[src/rtl/alu_issue_if.sv]
// alu_issue_if: upstream/downstream valid-ready bundle of the alu issue stage
interface alu_issue_if;
  logic        in_valid, in_ready, out_valid, out_ready;
  logic [31:0] inst, pc, rs1_data, rs2_data, in1, in2;
  logic [2:0]  funct3, branch_cond;
  logic [6:0]  funct7;
  logic [4:0]  rd;
  logic        rd_we, is_branch, illegal;
  modport master(
    output in_valid, inst, pc, rs1_data, rs2_data, out_ready,
    input  in_ready, out_valid, in1, in2, funct3, funct7, rd, rd_we, is_branch, branch_cond, illegal
  );
  modport slave(
    input  in_valid, inst, pc, rs1_data, rs2_data, out_ready,
    output in_ready, out_valid, in1, in2, funct3, funct7, rd, rd_we, is_branch, branch_cond, illegal
  );
endinterface

[src/rtl/alu_issue.sv]
// alu_issue: decodes RV32I into alu operands/funct fields and registers them as the decode/execute stage
module alu_issue (
  input  logic        clk,
  input  logic        rst_n,
  input  logic        flush,
  alu_issue_if.slave  bus
);
  localparam logic [6:0] OPC_OP    = 7'b0110011;
  localparam logic [6:0] OPC_IMM   = 7'b0010011;
  localparam logic [6:0] OPC_LUI   = 7'b0110111;
  localparam logic [6:0] OPC_AUIPC = 7'b0010111;
  localparam logic [6:0] OPC_BR    = 7'b1100011;
  logic [6:0]  opc, f7, d_f7;
  logic [2:0]  f3, d_f3;
  logic [31:0] i_imm, u_imm, d_in1, d_in2;
  logic        shift, cmp, d_legal, d_branch, accept;
  assign opc    = bus.inst[6:0];
  assign f3     = bus.inst[14:12];
  assign f7     = bus.inst[31:25];
  assign i_imm  = {{20{bus.inst[31]}}, bus.inst[31:20]};
  assign u_imm  = {bus.inst[31:12], 12'd0};
  assign shift  = f3 == 3'b001 || f3 == 3'b101;
  assign cmp    = f3 == 3'b010 || f3 == 3'b011;
  assign bus.in_ready = !flush && (!bus.out_valid || bus.out_ready);
  assign accept = bus.in_valid && bus.in_ready;
  always_comb begin
    d_legal  = 1'b0;
    d_branch = 1'b0;
    d_in1    = bus.rs1_data;
    d_in2    = bus.rs2_data;
    d_f3     = f3;
    d_f7     = 7'd0;
    if (opc == OPC_OP) begin
      d_legal = !cmp && (f7 == 7'd0 || (f7 == 7'h20 && (f3 == 3'b000 || f3 == 3'b101)));
      d_in2   = shift ? {27'd0, bus.rs2_data[4:0]} : bus.rs2_data;
      d_f7    = f7;
    end else if (opc == OPC_IMM) begin
      d_legal = !cmp && (f3 == 3'b001 ? f7 == 7'd0 :
                         f3 == 3'b101 ? (f7 == 7'd0 || f7 == 7'h20) : 1'b1);
      d_in2   = shift ? {27'd0, bus.inst[24:20]} : i_imm;
      d_f7    = f3 == 3'b101 ? f7 : 7'd0;
    end else if (opc == OPC_LUI || opc == OPC_AUIPC) begin
      d_legal = 1'b1;
      d_in1   = opc == OPC_AUIPC ? bus.pc : 32'd0;
      d_in2   = u_imm;
      d_f3    = 3'b000;
    end else if (opc == OPC_BR) begin
      d_legal  = !cmp;
      d_branch = 1'b1;
      d_f3     = 3'b000;
      d_f7     = 7'h20;
    end
    // illegal beats still issue, but carry a harmless all-zero ALU op
    if (!d_legal) begin
      d_in1    = 32'd0;
      d_in2    = 32'd0;
      d_f3     = 3'b000;
      d_f7     = 7'd0;
      d_branch = 1'b0;
    end
  end
  always_ff @(posedge clk or negedge rst_n) begin
    if (!rst_n) begin
      bus.out_valid   <= 1'b0;
      bus.in1         <= '0;
      bus.in2         <= '0;
      bus.funct3      <= '0;
      bus.funct7      <= '0;
      bus.rd          <= '0;
      bus.rd_we       <= 1'b0;
      bus.is_branch   <= 1'b0;
      bus.branch_cond <= '0;
      bus.illegal     <= 1'b0;
    end else begin
      bus.out_valid <= flush ? 1'b0 : accept ? 1'b1 : bus.out_ready ? 1'b0 : bus.out_valid;
      if (accept) begin
        bus.in1         <= d_in1;
        bus.in2         <= d_in2;
        bus.funct3      <= d_f3;
        bus.funct7      <= d_f7;
        bus.rd          <= bus.inst[11:7];
        bus.rd_we       <= d_legal && !d_branch && bus.inst[11:7] != 5'd0;
        bus.is_branch   <= d_branch;
        bus.branch_cond <= d_branch ? f3 : 3'b000;
        bus.illegal     <= !d_legal;
      end
    end
  end
endmodule

[src/flat_wrapper.sv]
// flat-port wrapper written by rule: the top's interface ports become plain ports
module alu_issue_flat 
  (clk, rst_n, flush, bus_in_valid, bus_inst, bus_pc, bus_rs1_data, bus_rs2_data, bus_out_ready, bus_in_ready, bus_out_valid, bus_in1, bus_in2, bus_funct3, bus_funct7, bus_rd, bus_rd_we, bus_is_branch, bus_branch_cond, bus_illegal);
  alu_issue_if bus_i ();
  input  logic clk;
  input  logic rst_n;
  input  logic flush;
  input wire logic [$bits(bus_i.in_valid)-1:0] bus_in_valid;
  input wire logic [$bits(bus_i.inst)-1:0] bus_inst;
  input wire logic [$bits(bus_i.pc)-1:0] bus_pc;
  input wire logic [$bits(bus_i.rs1_data)-1:0] bus_rs1_data;
  input wire logic [$bits(bus_i.rs2_data)-1:0] bus_rs2_data;
  input wire logic [$bits(bus_i.out_ready)-1:0] bus_out_ready;
  output wire logic [$bits(bus_i.in_ready)-1:0] bus_in_ready;
  output wire logic [$bits(bus_i.out_valid)-1:0] bus_out_valid;
  output wire logic [$bits(bus_i.in1)-1:0] bus_in1;
  output wire logic [$bits(bus_i.in2)-1:0] bus_in2;
  output wire logic [$bits(bus_i.funct3)-1:0] bus_funct3;
  output wire logic [$bits(bus_i.funct7)-1:0] bus_funct7;
  output wire logic [$bits(bus_i.rd)-1:0] bus_rd;
  output wire logic [$bits(bus_i.rd_we)-1:0] bus_rd_we;
  output wire logic [$bits(bus_i.is_branch)-1:0] bus_is_branch;
  output wire logic [$bits(bus_i.branch_cond)-1:0] bus_branch_cond;
  output wire logic [$bits(bus_i.illegal)-1:0] bus_illegal;
  assign bus_i.in_valid = bus_in_valid;
  assign bus_i.inst = bus_inst;
  assign bus_i.pc = bus_pc;
  assign bus_i.rs1_data = bus_rs1_data;
  assign bus_i.rs2_data = bus_rs2_data;
  assign bus_i.out_ready = bus_out_ready;
  assign bus_in_ready = bus_i.in_ready;
  assign bus_out_valid = bus_i.out_valid;
  assign bus_in1 = bus_i.in1;
  assign bus_in2 = bus_i.in2;
  assign bus_funct3 = bus_i.funct3;
  assign bus_funct7 = bus_i.funct7;
  assign bus_rd = bus_i.rd;
  assign bus_rd_we = bus_i.rd_we;
  assign bus_is_branch = bus_i.is_branch;
  assign bus_branch_cond = bus_i.branch_cond;
  assign bus_illegal = bus_i.illegal;
  alu_issue u_core (.clk(clk), .rst_n(rst_n), .flush(flush), .bus(bus_i));
endmodule
[config.mk]
export PLATFORM = sky130hd
export DESIGN_NAME = alu_issue_flat
export DESIGN_NICKNAME = d
export VERILOG_FILES = /design/src/rtl/alu_issue_if.sv /design/src/rtl/alu_issue.sv /design/src/flat_wrapper.sv
export SDC_FILE = /design/constraint.sdc
export NUM_CORES = 1
export LEC_CHECK = 0
export ABC_CLOCK_PERIOD_IN_PS = 2250
export CAP_MARGIN = 15
export CELL_PAD_IN_SITES_DETAIL_PLACEMENT = 0
export CELL_PAD_IN_SITES_GLOBAL_PLACEMENT = 2
export CORE_ASPECT_RATIO = 1.25
export CORE_MARGIN = 5
export CORE_UTILIZATION = 25
export DETAILED_ROUTE_END_ITERATION = 12
export PLACE_DENSITY_LB_ADDON = 0.15
export REMOVE_ABC_BUFFERS = 1
export SYNTH_ARGS = -nofsm -noshare
export SYNTH_HDL_FRONTEND = slang
export SYNTH_SLANG_ARGS = --single-unit
[constraint.sdc]
create_clock -name clk -period 2.25 [get_ports clk]
set_clock_uncertainty 0.05 [all_clocks]
set_input_delay 0.5625 -clock clk [delete_from_list [all_inputs] [get_ports clk]]
set_output_delay 0.5625 -clock clk [all_outputs]
set_load 0.02 [all_outputs]
==> flow_summary.ini, run 1 <==
[clock_tree]
cts_buffers = 9
clock-sinks = 86
h-tree-depth = 3
clockRootBuffer = clkbuf_16
path_clk_slew_ns = 0.06
cts_tree = built
clock_path_buffers = 2
clock_latency_ns = 0.34

[synthesis]
synthSimpleGateAreaFrac_pct = 20.5
ys_ff_latch = 86
synthXorXnorAreaFrac_pct = 0.195
seq_area_frac_synth_pct = 48.0
synth_compound_area_share_pct = 25.8
muxShareOfSynthArea_pct = 1.37
syn-cell-area_mm2 = 0.00448
synth_top_family_by_area = compound AO/OA/AOI/OAI gates
synthAdderAreaFrac_pct = 0
ys_types = 42
synthCells = 459
yosys_warnings = 0
syn_area_per_cell_um2 = 9.76

[critical_path]
worstSetupEndpointType = flip-flop
reg2reg_slack_ns = 0.80
crit_required_ns = 2.47
startpoint_type = input pin
path_class = input pin to flip-flop
crit_fanout = 12
arrival_ns = 2.45

[flow_run]
maxCapViolCount = 0

[sta]
holdWs_ns = 0.183
final.setup.tns_ns = 0
min_period_over_period_pct = 99.2
finalCriticalPeriod_ns = 2.23
slew_headroom_pct = 56.8
finalSetupViolations = 0
fmax_mhz = 448
slew_violations = 0
hold_viol = 0
tightest_slew_ns = 0.648
rsz0062_at_grt = yes

[detailed_routing]
avgRoutedWirePerCell_um = 18.4
met3_length_mm = 1.36
drc_errors = 0
firstDrtPassIters = 4
maxUsedRoutingLayer = met5
dr_wl_met2_mm = 8.63
wl_mm = 17.5
drtIter0Drc = 132
wl_met1_mm = 7.34
vias = 4426
vias_per_cell = 4.65
ant_nets = 0

[placed_design]
gp_congestion = 0.746
port-buffer-count = 219
dp_hpwl_mm = 12.6
placed_cell_area_mm2 = 0.00728

[power]
vdd_drop_max_mv = 0.253
finalPower_uw = 3950
power_leakage_uw = 0.00336
powerDensity_mw_per_mm2 = 498

[final_layout]
area_delta_synth_final_pct = 76.8
finish.utilization_pct = 45.1
final-seq-area_mm2 = 0.00215
multiInputGateArea_mm2 = 0.00227
finalNetCount = 855
postLayoutCellArea_mm2 = 0.00792
drive_gt1_share_pct = 21.2
diodes = 0
fillerInstances = 1708

[run_status]
outcome = finished, final reports clean

[floorplan]
coreArea_mm2 = 0.0176
io-pin-count = 220
start_util_pct = 25.5
die_w_um = 130
fp-row-count = 54
fp.dieArea_mm2 = 0.0207
die_h_um = 160

[global_route]
grt_first_pass_wirelength_mm = 25.7
antenna_found_initial = 1
grt_max_degree = 58
track_usage_pct = 15.8
overflow = 0
grt_pass1_vias = 4654

[min_path]
hp-class = input pin to asynchronous set/reset pin
==> synth_stat cells (all sizes together) <==
cell | number | area share, %
nand2 | 95 | 8.0
dfrtp | 86 | 48
o21ai | 70 | 12
nand3b | 34 | 5.7
a21boi | 32 | 5.4
clkbuf | 25 | 2.2
a22oi | 16 | 2.7
a21oi | 13 | 1.5
nand2b | 13 | 1.8
a2bb2oi | 10 | 2.0
buf | 10 | 1.9
o31ai | 8 | 1.8
nor2 | 7 | 0.59
and2 | 6 | 0.84
mux2i | 5 | 1.1
nor2b | 5 | 0.70
nand3 | 4 | 0.45
nor3b | 3 | 0.50
and4 | 2 | 0.42
or4 | 2 | 0.42
a32oi | 1 | 0.20
and3 | 1 | 0.14
inv | 1 | 0.084
mux2 | 1 | 0.25
nand4 | 1 | 0.14
nor3 | 1 | 0.11
nor4 | 1 | 0.14
nor4b | 1 | 0.34
nor4bb | 1 | 0.22
o21a | 1 | 0.17
o21bai | 1 | 0.17
o41ai | 1 | 0.20
xor2 | 1 | 0.20
==> logic make-up (layout without fill, tap and decap cells) <==
family,count (synthesis),after routing
flops,86,86
buf+inv,36,303
compound gates,153,153
xor+xnor,1,1
mux,6,6
simple gates,177,178
==> metrics by stage <==
stage,worst slack [ns],instances
finish,0.0178,951
global route,-0.0312,951
CTS,0.0153,939
detailed placement,-0.674,920
global placement,-0.566,920
floorplan,-1.64,424
==> layout make-up <==
cell class	count	share of cell area (%)
Clock buffer	11	3.06
Clock inverter	5	1.03
Timing Repair Buffer	286	36.5
Sequential cell	86	27.2
Multi-Input combinational cell	338	28.7
Tap cell	224	3.54
Inverter	1	0.0474
==> final timing paths <==
check,end,start,cells after the start
max,u_core.bus.in1[0]$_DFFE_PN0P_,bus_inst[27],8
min,u_core.bus.funct7[2]$_DFFE_PN0P_,rst_n,1
max reg2reg,u_core.bus.illegal$_DFFE_PN0P_,u_core.bus.out_valid$_DFFE_PN0P_,4
min reg2reg,u_core.bus.rd_we$_DFFE_PN0P_,u_core.bus.rd_we$_DFFE_PN0P_,2
max in group asynchronous,u_core.bus.in1[23]$_DFFE_PN0P_,rst_n,2
min in group clk,u_core.bus.rd_we$_DFFE_PN0P_,u_core.bus.rd_we$_DFFE_PN0P_,2
==> sequential cells by signal, summed over array words and instances (netlist names) <==
| register | cells |
|---|---|
| u_core.bus.is_branch | 1 |
| u_core.bus.rd_we | 1 |
| u_core.bus.funct3 | 3 |
| u_core.bus.branch_cond | 3 |
| u_core.bus.rd | 5 |
| u_core.bus.funct7 | 7 |
| u_core.bus.in1 | 32 |
| u_core.bus.in2 | 32 |
| u_core.bus.illegal | 1 |
| u_core.bus.out_valid | 1 |
==> routing by layer <==
| layer | vias to the layer above | GRT usage (%) |
|---|---|---|
| met5 | - | 0 |
| met1 | 2098 | 19.6 |
| met2 | 145 | 26.4 |
| met4 | 2 | 4.77 |
| li1 | 2166 | - |
| met3 | 15 | 4.54 |
==> power by group <==
group          switching (µW)  internal [µW]
registers                19.5           1580
clock network             642           1010
logic                     302            397
total                     963           2980
==> layout by cell type (no fill, tap or decap), types with 4 or more instances in the layout <==
cell type and instances:
o21ai_2 52, nand3b_1 34, mux2i_1 5, and2_1 6, clkdlybuf4s50_1 211, a21boi_1 10, nor2b_1 5, buf_4 51
nand2b_1 13, o21ai_1 9, buf_12 9, nand2_1 94, a2bb2oi_1 10, dfrtp_1 86, nor2_1 6, o31ai_1 5
a21boi_0 22, a22oi_1 15, o21ai_0 8, buf_6 4, clkbuf_16 13, a21oi_1 12
==> worst max-delay path, cell delays in order <==
cell	delay, ns
dlygate4sd2_1	0.27
or4_4	0.55
nor4_4	0.25
and4_4	0.28
o31ai_4	0.06
buf_6	0.17
buf_12	0.16
o21ai_2	0.13
==> what timing repair did <==
action                     4_1_cts  5_1_grt
setup endpoints to repair       71       65
buffers inserted                 2        5
hold buffers                     0        0
pin swaps                        7        9
cloned                           1        7
gates resized for setup         18       27
(Power assumes the default switching activity.)
==> inputs of run 2 (changes only) <==
--- a/config.mk
+++ b/config.mk
@@ -6,7 +6,7 @@
 export NUM_CORES = 1
 export LEC_CHECK = 0
 export ABC_CLOCK_PERIOD_IN_PS = 2250
-export CAP_MARGIN = 15
+export CAP_MARGIN = 20
 export CELL_PAD_IN_SITES_DETAIL_PLACEMENT = 0
 export CELL_PAD_IN_SITES_GLOBAL_PLACEMENT = 2
 export CORE_ASPECT_RATIO = 1.25
==> results of run 2 <==
The final DEF is identical to that of run 1; final timing and power are the same.
